`config.mk`:
```
export PLATFORM = sky130hd
export DESIGN_NAME = playback_ctrl
export DESIGN_NICKNAME = d
export VERILOG_FILES = /design/src/rtl/playback_ctrl.sv
export SDC_FILE = /design/constraint.sdc
export NUM_CORES = 1
export LEC_CHECK = 0
export ABC_AREA = 1
export BUFFER_PORTS_ARGS = -buffer_cell sky130_fd_sc_hd__buf_2
export CORE_MARGIN = 10
export CORE_UTILIZATION = 53
export CTS_BUF_LIST = sky130_fd_sc_hd__clkbuf_8
export CTS_CLUSTER_DIAMETER = 80
export CTS_CLUSTER_SIZE = 20
export DETAILED_ROUTE_END_ITERATION = 8
export PLACE_DENSITY = 0.76
export SLEW_MARGIN = 20
export SYNTH_ARGS = -nofsm -noshare
export SYNTH_HDL_FRONTEND = slang
export SYNTH_SLANG_ARGS = --single-unit
```
`constraint.sdc`:
```
create_clock -name clk -period 1.96 [get_ports clk]
set_input_delay 0.392 -clock clk [delete_from_list [all_inputs] [get_ports clk]]
set_output_delay 0.392 -clock clk [all_outputs]
set_load 0.1 [all_outputs]
```
`src/rtl/playback_ctrl.sv`:
```
// -----------------------------------------------------------------------------
// playback_ctrl
//
// Purpose:
//   This is the control stage that sits in front of the note datapath.
//   - Three pushbutton levels are synchronised and turned into one-shot events.
//   - Those events become one-cycle store strobes (ld_note) and clear strobes.
//   - The block counts how many notes are stored.
//   - During playback it walks note_counter through the stored slots. Each note
//     is held on ld_play for NOTE_TICKS cycles, followed by GAP_TICKS silent
//     cycles.
//
// Optional feature (macro LOOP_PLAY_EN):
//   - Defined: playback restarts at slot 1 after the last note's gap and never
//     pulses done.
//   - Undefined (default): playback runs once and finishes through DONE.
//
// Ports:
//   clk           system clock
//   reset         asynchronous active-low reset
//   key_store     store button level (asynchronous)
//   key_play      play/stop button level (asynchronous)
//   key_clear     clear button level (asynchronous)
//   ld_note       one-cycle store strobe to the datapath
//   ld_play       high while a note is sounding
//   note_counter  memory slot being played
//   clear         one-cycle clear strobe
//   mute          high whenever no note should sound
//   playing       high from play start until DONE
//   stored_count  number of stored notes (0..16)
//   done          one-cycle pulse at the end of playback
// -----------------------------------------------------------------------------
module playback_ctrl #(
    parameter int NOTE_TICKS = 12500000,
    parameter int GAP_TICKS  = 1250000,
    parameter int CNT_W      = 24
) (
    input  logic       clk,
    input  logic       reset,
    input  logic       key_store,
    input  logic       key_play,
    input  logic       key_clear,
    output logic       ld_note,
    output logic       ld_play,
    output logic [3:0] note_counter,
    output logic       clear,
    output logic       mute,
    output logic       playing,
    output logic [4:0] stored_count,
    output logic       done
);

    typedef enum logic [2:0] {
        S_IDLE,
        S_STORE,
        S_CLEAR,
        S_PLAY_NOTE,
        S_PLAY_GAP,
        S_DONE
    } state_t;

    localparam logic [CNT_W-1:0] NOTE_LAST = CNT_W'(NOTE_TICKS - 1);
    localparam logic [CNT_W-1:0] GAP_LAST  = CNT_W'((GAP_TICKS > 0) ? GAP_TICKS - 1 : 0);

    // Key bit order everywhere: [2]=clear, [1]=play, [0]=store.
    logic [2:0] keys_d;
    logic [2:0] sync1_q, sync2_q, sync3_q;
    logic [2:0] ev;

    state_t           state_q, state_d;
    logic [CNT_W-1:0] cnt_q, cnt_d;
    logic [3:0]       nc_q, nc_d;
    logic [4:0]       count_q, count_d;

    // Where playback goes when a gap ends (or when a note ends and there is no gap).
    state_t     exit_state;
    logic [3:0] exit_nc;

    logic ld_note_q, ld_play_q, clear_q, mute_q, playing_q, done_q;
    logic ld_note_d, ld_play_d, clear_d, mute_d, playing_d, done_d;

    assign keys_d = {key_clear, key_play, key_store};

    // sync3 holds the previous synchronised level, so a key that is held down
    // produces exactly one event.
    assign ev = sync2_q & ~sync3_q;

    always_comb begin
        exit_state = S_PLAY_NOTE;
        exit_nc    = nc_q + 4'd1;
        // Slots are played 1..15 then 0, so note_counter equals the number of
        // notes played so far, modulo 16. A full memory (16 notes) ends on slot 0.
        if (nc_q == count_q[3:0]) begin
`ifdef LOOP_PLAY_EN
            exit_state = S_PLAY_NOTE;
            exit_nc    = 4'd1;
`else
            exit_state = S_DONE;
            exit_nc    = nc_q;
`endif
        end
    end

    always_comb begin
        state_d = state_q;
        cnt_d   = cnt_q;
        nc_d    = nc_q;
        count_d = count_q;
        unique case (state_q)
            S_IDLE: begin
                if (ev[2]) begin
                    state_d = S_CLEAR;
                    count_d = 5'd0;
                    nc_d    = 4'd0;
                end else if (ev[1] && (count_q != 5'd0)) begin
                    state_d = S_PLAY_NOTE;
                    nc_d    = 4'd1;
                    cnt_d   = '0;
                end else if (ev[0] && (count_q < 5'd16)) begin
                    // Count moves on the same edge as the strobe, so the
                    // datapath and stored_count never disagree.
                    state_d = S_STORE;
                    count_d = count_q + 5'd1;
                end
            end
            S_STORE, S_CLEAR, S_DONE: begin
                state_d = S_IDLE;
            end
            S_PLAY_NOTE: begin
                if (ev[1]) begin
                    state_d = S_IDLE;
                    cnt_d   = '0;
                end else if (cnt_q == NOTE_LAST) begin
                    cnt_d = '0;
                    if (GAP_TICKS == 0) begin
                        state_d = exit_state;
                        nc_d    = exit_nc;
                    end else begin
                        state_d = S_PLAY_GAP;
                    end
                end else begin
                    cnt_d = cnt_q + 1'b1;
                end
            end
            S_PLAY_GAP: begin
                if (ev[1]) begin
                    state_d = S_IDLE;
                    cnt_d   = '0;
                end else if (cnt_q == GAP_LAST) begin
                    cnt_d   = '0;
                    state_d = exit_state;
                    nc_d    = exit_nc;
                end else begin
                    cnt_d = cnt_q + 1'b1;
                end
            end
            default: begin
                state_d = S_IDLE;
            end
        endcase

        // Outputs are decoded from the next state, which keeps them registered
        // and aligned with the state register.
        ld_note_d = (state_d == S_STORE);
        clear_d   = (state_d == S_CLEAR);
        ld_play_d = (state_d == S_PLAY_NOTE);
        mute_d    = (state_d != S_PLAY_NOTE);
        playing_d = (state_d == S_PLAY_NOTE) || (state_d == S_PLAY_GAP);
        done_d    = (state_d == S_DONE);
    end

    always_ff @(posedge clk or negedge reset) begin
        if (!reset) begin
            sync1_q   <= '0;
            sync2_q   <= '0;
            sync3_q   <= '0;
            state_q   <= S_IDLE;
            cnt_q     <= '0;
            nc_q      <= '0;
            count_q   <= '0;
            ld_note_q <= 1'b0;
            ld_play_q <= 1'b0;
            clear_q   <= 1'b0;
            mute_q    <= 1'b1;
            playing_q <= 1'b0;
            done_q    <= 1'b0;
        end else begin
            sync1_q   <= keys_d;
            sync2_q   <= sync1_q;
            sync3_q   <= sync2_q;
            state_q   <= state_d;
            cnt_q     <= cnt_d;
            nc_q      <= nc_d;
            count_q   <= count_d;
            ld_note_q <= ld_note_d;
            ld_play_q <= ld_play_d;
            clear_q   <= clear_d;
            mute_q    <= mute_d;
            playing_q <= playing_d;
            done_q    <= done_d;
        end
    end

    assign ld_note      = ld_note_q;
    assign ld_play      = ld_play_q;
    assign note_counter = nc_q;
    assign clear        = clear_q;
    assign mute         = mute_q;
    assign playing      = playing_q;
    assign stored_count = count_q;
    assign done         = done_q;

endmodule
```
======== Word-level counts from Yosys, hierarchy flattened ========
Index checks and enable logic that the tools add are counted.
cells by class
  $add $sub $neg .......................... 3
  multipliers ............................. 0
  div/mod/pow operators ................... 0
  magnitude comparators ................... 1
  equal/unequal tests ..................... 18
  shifts and indexed selects .............. 0
  muxes and demuxes ....................... 25
  bitwise operators ....................... 2
  reductions and logical operators ........ 11
operators by type and width
  cell                                                                number
  24-bit 2-to-1 mux                                                   6
  24-bit one-hot mux with 3 select lines                              1
  24-bit by 1-bit adder with 24-bit output (second input constant)    1
  24-bit by 21-bit == test with 1-bit output (second input constant)  1
  24-bit == test (second input constant)                              1
  3-bit 2-to-1 mux                                                    8
  4-bit 2-to-1 mux                                                    5
  5-bit 2-to-1 mux                                                    3
  2-bit != test (second input constant)                               6
  3-bit by 2-bit == test with 1-bit output (second input constant)    3
  3-bit == test (second input constant)                               3
  3-bit one-hot mux with 3 select lines                               1
  4-bit one-hot mux with 2 select lines                               1
  3-bit AND reduction                                                 2
  5-bit by 1-bit adder with 5-bit output (second input constant)      1
  5-bit < comparator (second input constant)                          1
  5-bit AND reduction                                                 1
  5-bit nonzero test                                                  1
  4-bit by 1-bit adder with 4-bit output (second input constant)      1
  4-bit == test                                                       1
  2-bit nonzero test                                                  2
  3-bit bitwise AND                                                   1
  3-bit by 1-bit == test with 1-bit output (second input constant)    1
  3-bit logical NOT                                                   1
  6 further kinds                                                     7
storage, ports and cells
  bits in registers ....................... 51
  bits in latches ......................... 0
  memory bits (writable) .................. 0
  bits in read-only memories .............. 0
  input port bits ......................... 5
  output and inout bits ................... 15
  word-level logic and storage cells ...... 73
  memories ................................ 0

======== Depth between registers and ports, before layout ========
  word-level depth ........................ 9
  mapped depth ............................ 12
  mapped depth without buffers ............ 12

======== Worst setup path before layout ========
No wires, ideal clock.
  kind .................................... register -> register
  start point ............................. reg count_q[0], in the netlist stored_count[0]
  end point ............................... reg cnt_q[8]
  setup time .............................. 119 ps
  arrival time ............................ 2193 ps
  data required time ...................... 1841 ps
  path slack .............................. -352 ps
  stages on the path, launching flop included .. 11
  buffers on the path ..................... 1
  clock period less this slack ............ 2312 ps
  path through ............................ dfrtp_1 inv_1 ha_1 nand3_1 nand2_1 nand2_4 nand2_4 buf_6 nor2_1 xor2_1 nor2_2
between the ends
  cells in the longest elaborated chain, start to end .. 4
ends and longest elaborated chain
  what                           RTL line  text
  from (decl)                    73        logic [4:0] count_q, count_d;
  from (signal assigned)         194       count_q <= count_d;
  5-bit nonzero test             115       end else if (ev[1] && (count_q != 5'd0)) begin
  1-bit logical AND              115
  2-bit != test (no line)        --
  3-bit AND reduction (no line)  --
  to (signal assigned)           192       cnt_q <= cnt_d;
  to (decl)                      71        logic [CNT_W-1:0] cnt_q, cnt_d;
No other way between the ends.
A chain may end at the register's enable or synchronous reset.

======== Final worst setup path ========
  start point ............................. reg count_q[0], in the netlist stored_count[0]
  end point ............................... reg cnt_q[3]
The elaborated chain is that of the path after synthesis.

==> impl_metrics.toml <==
[critical_path]
reg2reg_slack_ns = 0.12
critPathTopFamily = "simple AND/OR/NAND/NOR gates"
setup.worst_path.start = "stored_count[0]$_DFFE_PN0P_"
arrival_ns = 2.08
crit_chain = "inv_1 > ha_1 > nand3_1 > nand2_2 > nand2_4 > nand2_8 > inv_6 > nand3_4 > clkinv_8 > a21oi_1"
required_ns = 2.20
cp_slowest_cell = "dfrtp_4"
crit_fanout = 16
path_buf_inv = 3
r2r-start = "stored_count[0]$_DFFE_PN0P_"
crit_type = "reg -> reg"
crit_path_max_incr_delay_ns = 0.50
critPathLaunchType = "register"
end_kind = "register"

[global_route]
antenna_found_initial = 0
grt_max_degree = 22
track_usage = 0.162
grt_overflow = 0
grt_pass1_vias = 2774
grt_pass1_wl_um = 13200

[synth]
yosys_warnings = 0
netlist.area_leader.share = 0.399
synth.top_cells.by_area = "dfrtp_1 (40%), nand2_1 (12%), nor2_1 (6.7%)"
synth_fp_nets = 428
ys_types = 34
synth_area_sq_um = 3130
synthFlopType = "dfrtp_1"
syn_inst = 419
synth.avg_cell_area_sq_um = 7.48
seq_area_frac_synth = 0.408
synth_edf_count = 0
synth_top_area_cell = "dfrtp_1"
ys_ff_latch = 51
ys_async_sr_fraction = 1.00

[route]
wl_per_cell_um = 14.4
route.detailed.drc = 0
drt-initial-drc-count = 235
postRouteAntennaNets = 0
drt-total-wl_um = 7510
drt_pre_antenna_iters = 5
via_per_inst = 5.45
vias = 2838

[clocking]
root_buffer = "clkbuf_8"
clockBufferDepth = 2
clock-sinks = 51
htree_num_levels = 2
clock_latency_ns = 0.31
cts_setup_buffers = 0
numCtsBuffers = 5
path_clk_slew_ns = 0.11
cts_tree = "done"

[min_path]
hold_path.class = "in -> reg"
hold_start = "key_play"

[timing]
slew_viol_final = 0
fmax_ghz = 0.543
period_minus_slack_ns = 1.84
holdWs_ns = 0.175
hold_violations = 0
min_period_over_period = 0.939
worstMarginPinSlew_ns = 0.493
setup_viol = 0
clock-skew-final_ns = 0.00720
final.setup.tns_ns = 0
slew_headroom = 0.674

[finish]
mostFrequentLayoutCells = "nand2_1 (103), nor2_1 (56), inv_1 (51), dfrtp_1 (46), nand3_1 (32)"
fill_cells = 529
fin_nets = 457
layout_commonest_cell = "nand2_1"
finish.instance_area_sq_um = 3480
syn2layout_area_growth_pct = 11.1
drive_above_1_share = 0.203
finalCoreUtilization = 0.621
antenna_cells = 0

[placed_design]
dpl_cell_area_sq_um = 3320
dp_hpwl_um = 5980
port_buffers = 19
gp_congestion = 1.02

[floorplanning]
io_pins = 20
core_sq_um = 5610
die-area_sq_um = 9390
die_y_um = 96.9
die_w_um = 96.9
rows = 27
start_util = 0.559

[run]
cap_violations = 0

[power]
ir_drop_v = 0.000804
power.total_mw = 3.63
pwr_density_cell_nw_per_um2 = 1040
p_leak_nw = 1.67

[outcome]
outcome = "finished clean"
-- worst reg2reg max path: stages, from the launching register on --
cell and delay, ns:
dfrtp_4 0.50, inv_1 0.13, ha_1 0.19, nand3_1 0.09, nand2_2 0.10, nand2_4 0.09, nand2_8 0.14, inv_6 0.09
nand3_4 0.15, clkinv_8 0.14, a21oi_1 0.14
-- layer usage --
layer	routed length [um]	GRT usage
met1	3430	0.221
met2	3420	0.253
met3	576	0.0341
met4	85	0.0395
met5	0	0
-- through the flow --
step | worst slack, ns | std cells
after floorplan | 0.0204 | 419
after global placement | 0.108 | 512
after detailed placement | 0.0343 | 512
after CTS | 0.0220 | 521
after global routing | -0.00274 | 521
final | 0.119 | 521
-- synthesized netlist by cell type (7+ instances only) --
master / instances
dfrtp_1: 50
xor2_1: 9
a21oi_1: 8
nand2_2: 7
nand3_1: 32
o21ai_0: 11
o21ai_1: 7
nand2_1: 104
nor3_1: 11
inv_1: 51
nor2_4: 9
nor2_1: 56
nand4_1: 16
nor2_2: 16
-- path summary, 6_finish.rpt --
path | endpoint | cells past startpoint
min in group asynchronous | ld_note$_DFF_PN0_ | 2
min reg2reg | sync2_q[1]$_DFF_PN0_ | 0
max | cnt_q[3]$_DFFE_PN0P_ | 10
max reg2reg | cnt_q[3]$_DFFE_PN0P_ | 10
max in group asynchronous | mute$_DFF_PN1_ | 3
min | sync1_q[1]$_DFF_PN0_ | 1
-- cell families (layout without fill, tap and decap cells) --
logic type	Yosys count	in the layout	synth area share
and+or+nand+nor	262	262	0.410
buffers and inverters	65	95	0.0942
DFF	51	51	0.408
AOI/OAI and AO/OA	26	26	0.0415
xor gates and xnor gates	11	11	0.0307
adders and majority gates	4	4	0.0160
-- registers in the layout, indices dropped and copies added (netlist names) --
register      cells
cnt_q            24
stored_count      5
ld_play           1
sync3_q           3
note_counter      4
ld_note           1
sync1_q           3
sync2_q           3
done              1
clear             1
state_q           3
playing           1
mute              1
-- what timing repair did --
action	4_1_cts	5_1_grt
gates resized for setup	0	9
setup endpoints to repair	0	16
endpoints found under the hold margin	15	0
hold buffers	1	0
-- where the power goes --
group / internal, mW / leakage (nW) / total, mW / switching [mW]
logic: 0.339 / 0.944 / 1.69 / 1.35
registers: 1.18 / 0.672 / 1.27 / 0.0925
clock network: 0.272 / 0.0519 / 0.666 / 0.394
-- layout make-up --
class | instances | area, sq um | share of cell area
clock buffer | 5 | 68.8 | 0.0198
clock inverter | 3 | 33.8 | 0.00970
inverter | 59 | 239 | 0.0686
multi-input combinational | 303 | 1600 | 0.460
sequential | 51 | 1280 | 0.369
tap | 72 | 90.1 | 0.0259
timing repair buffer | 28 | 165 | 0.0474
Power figures use the tool's default switching activity.
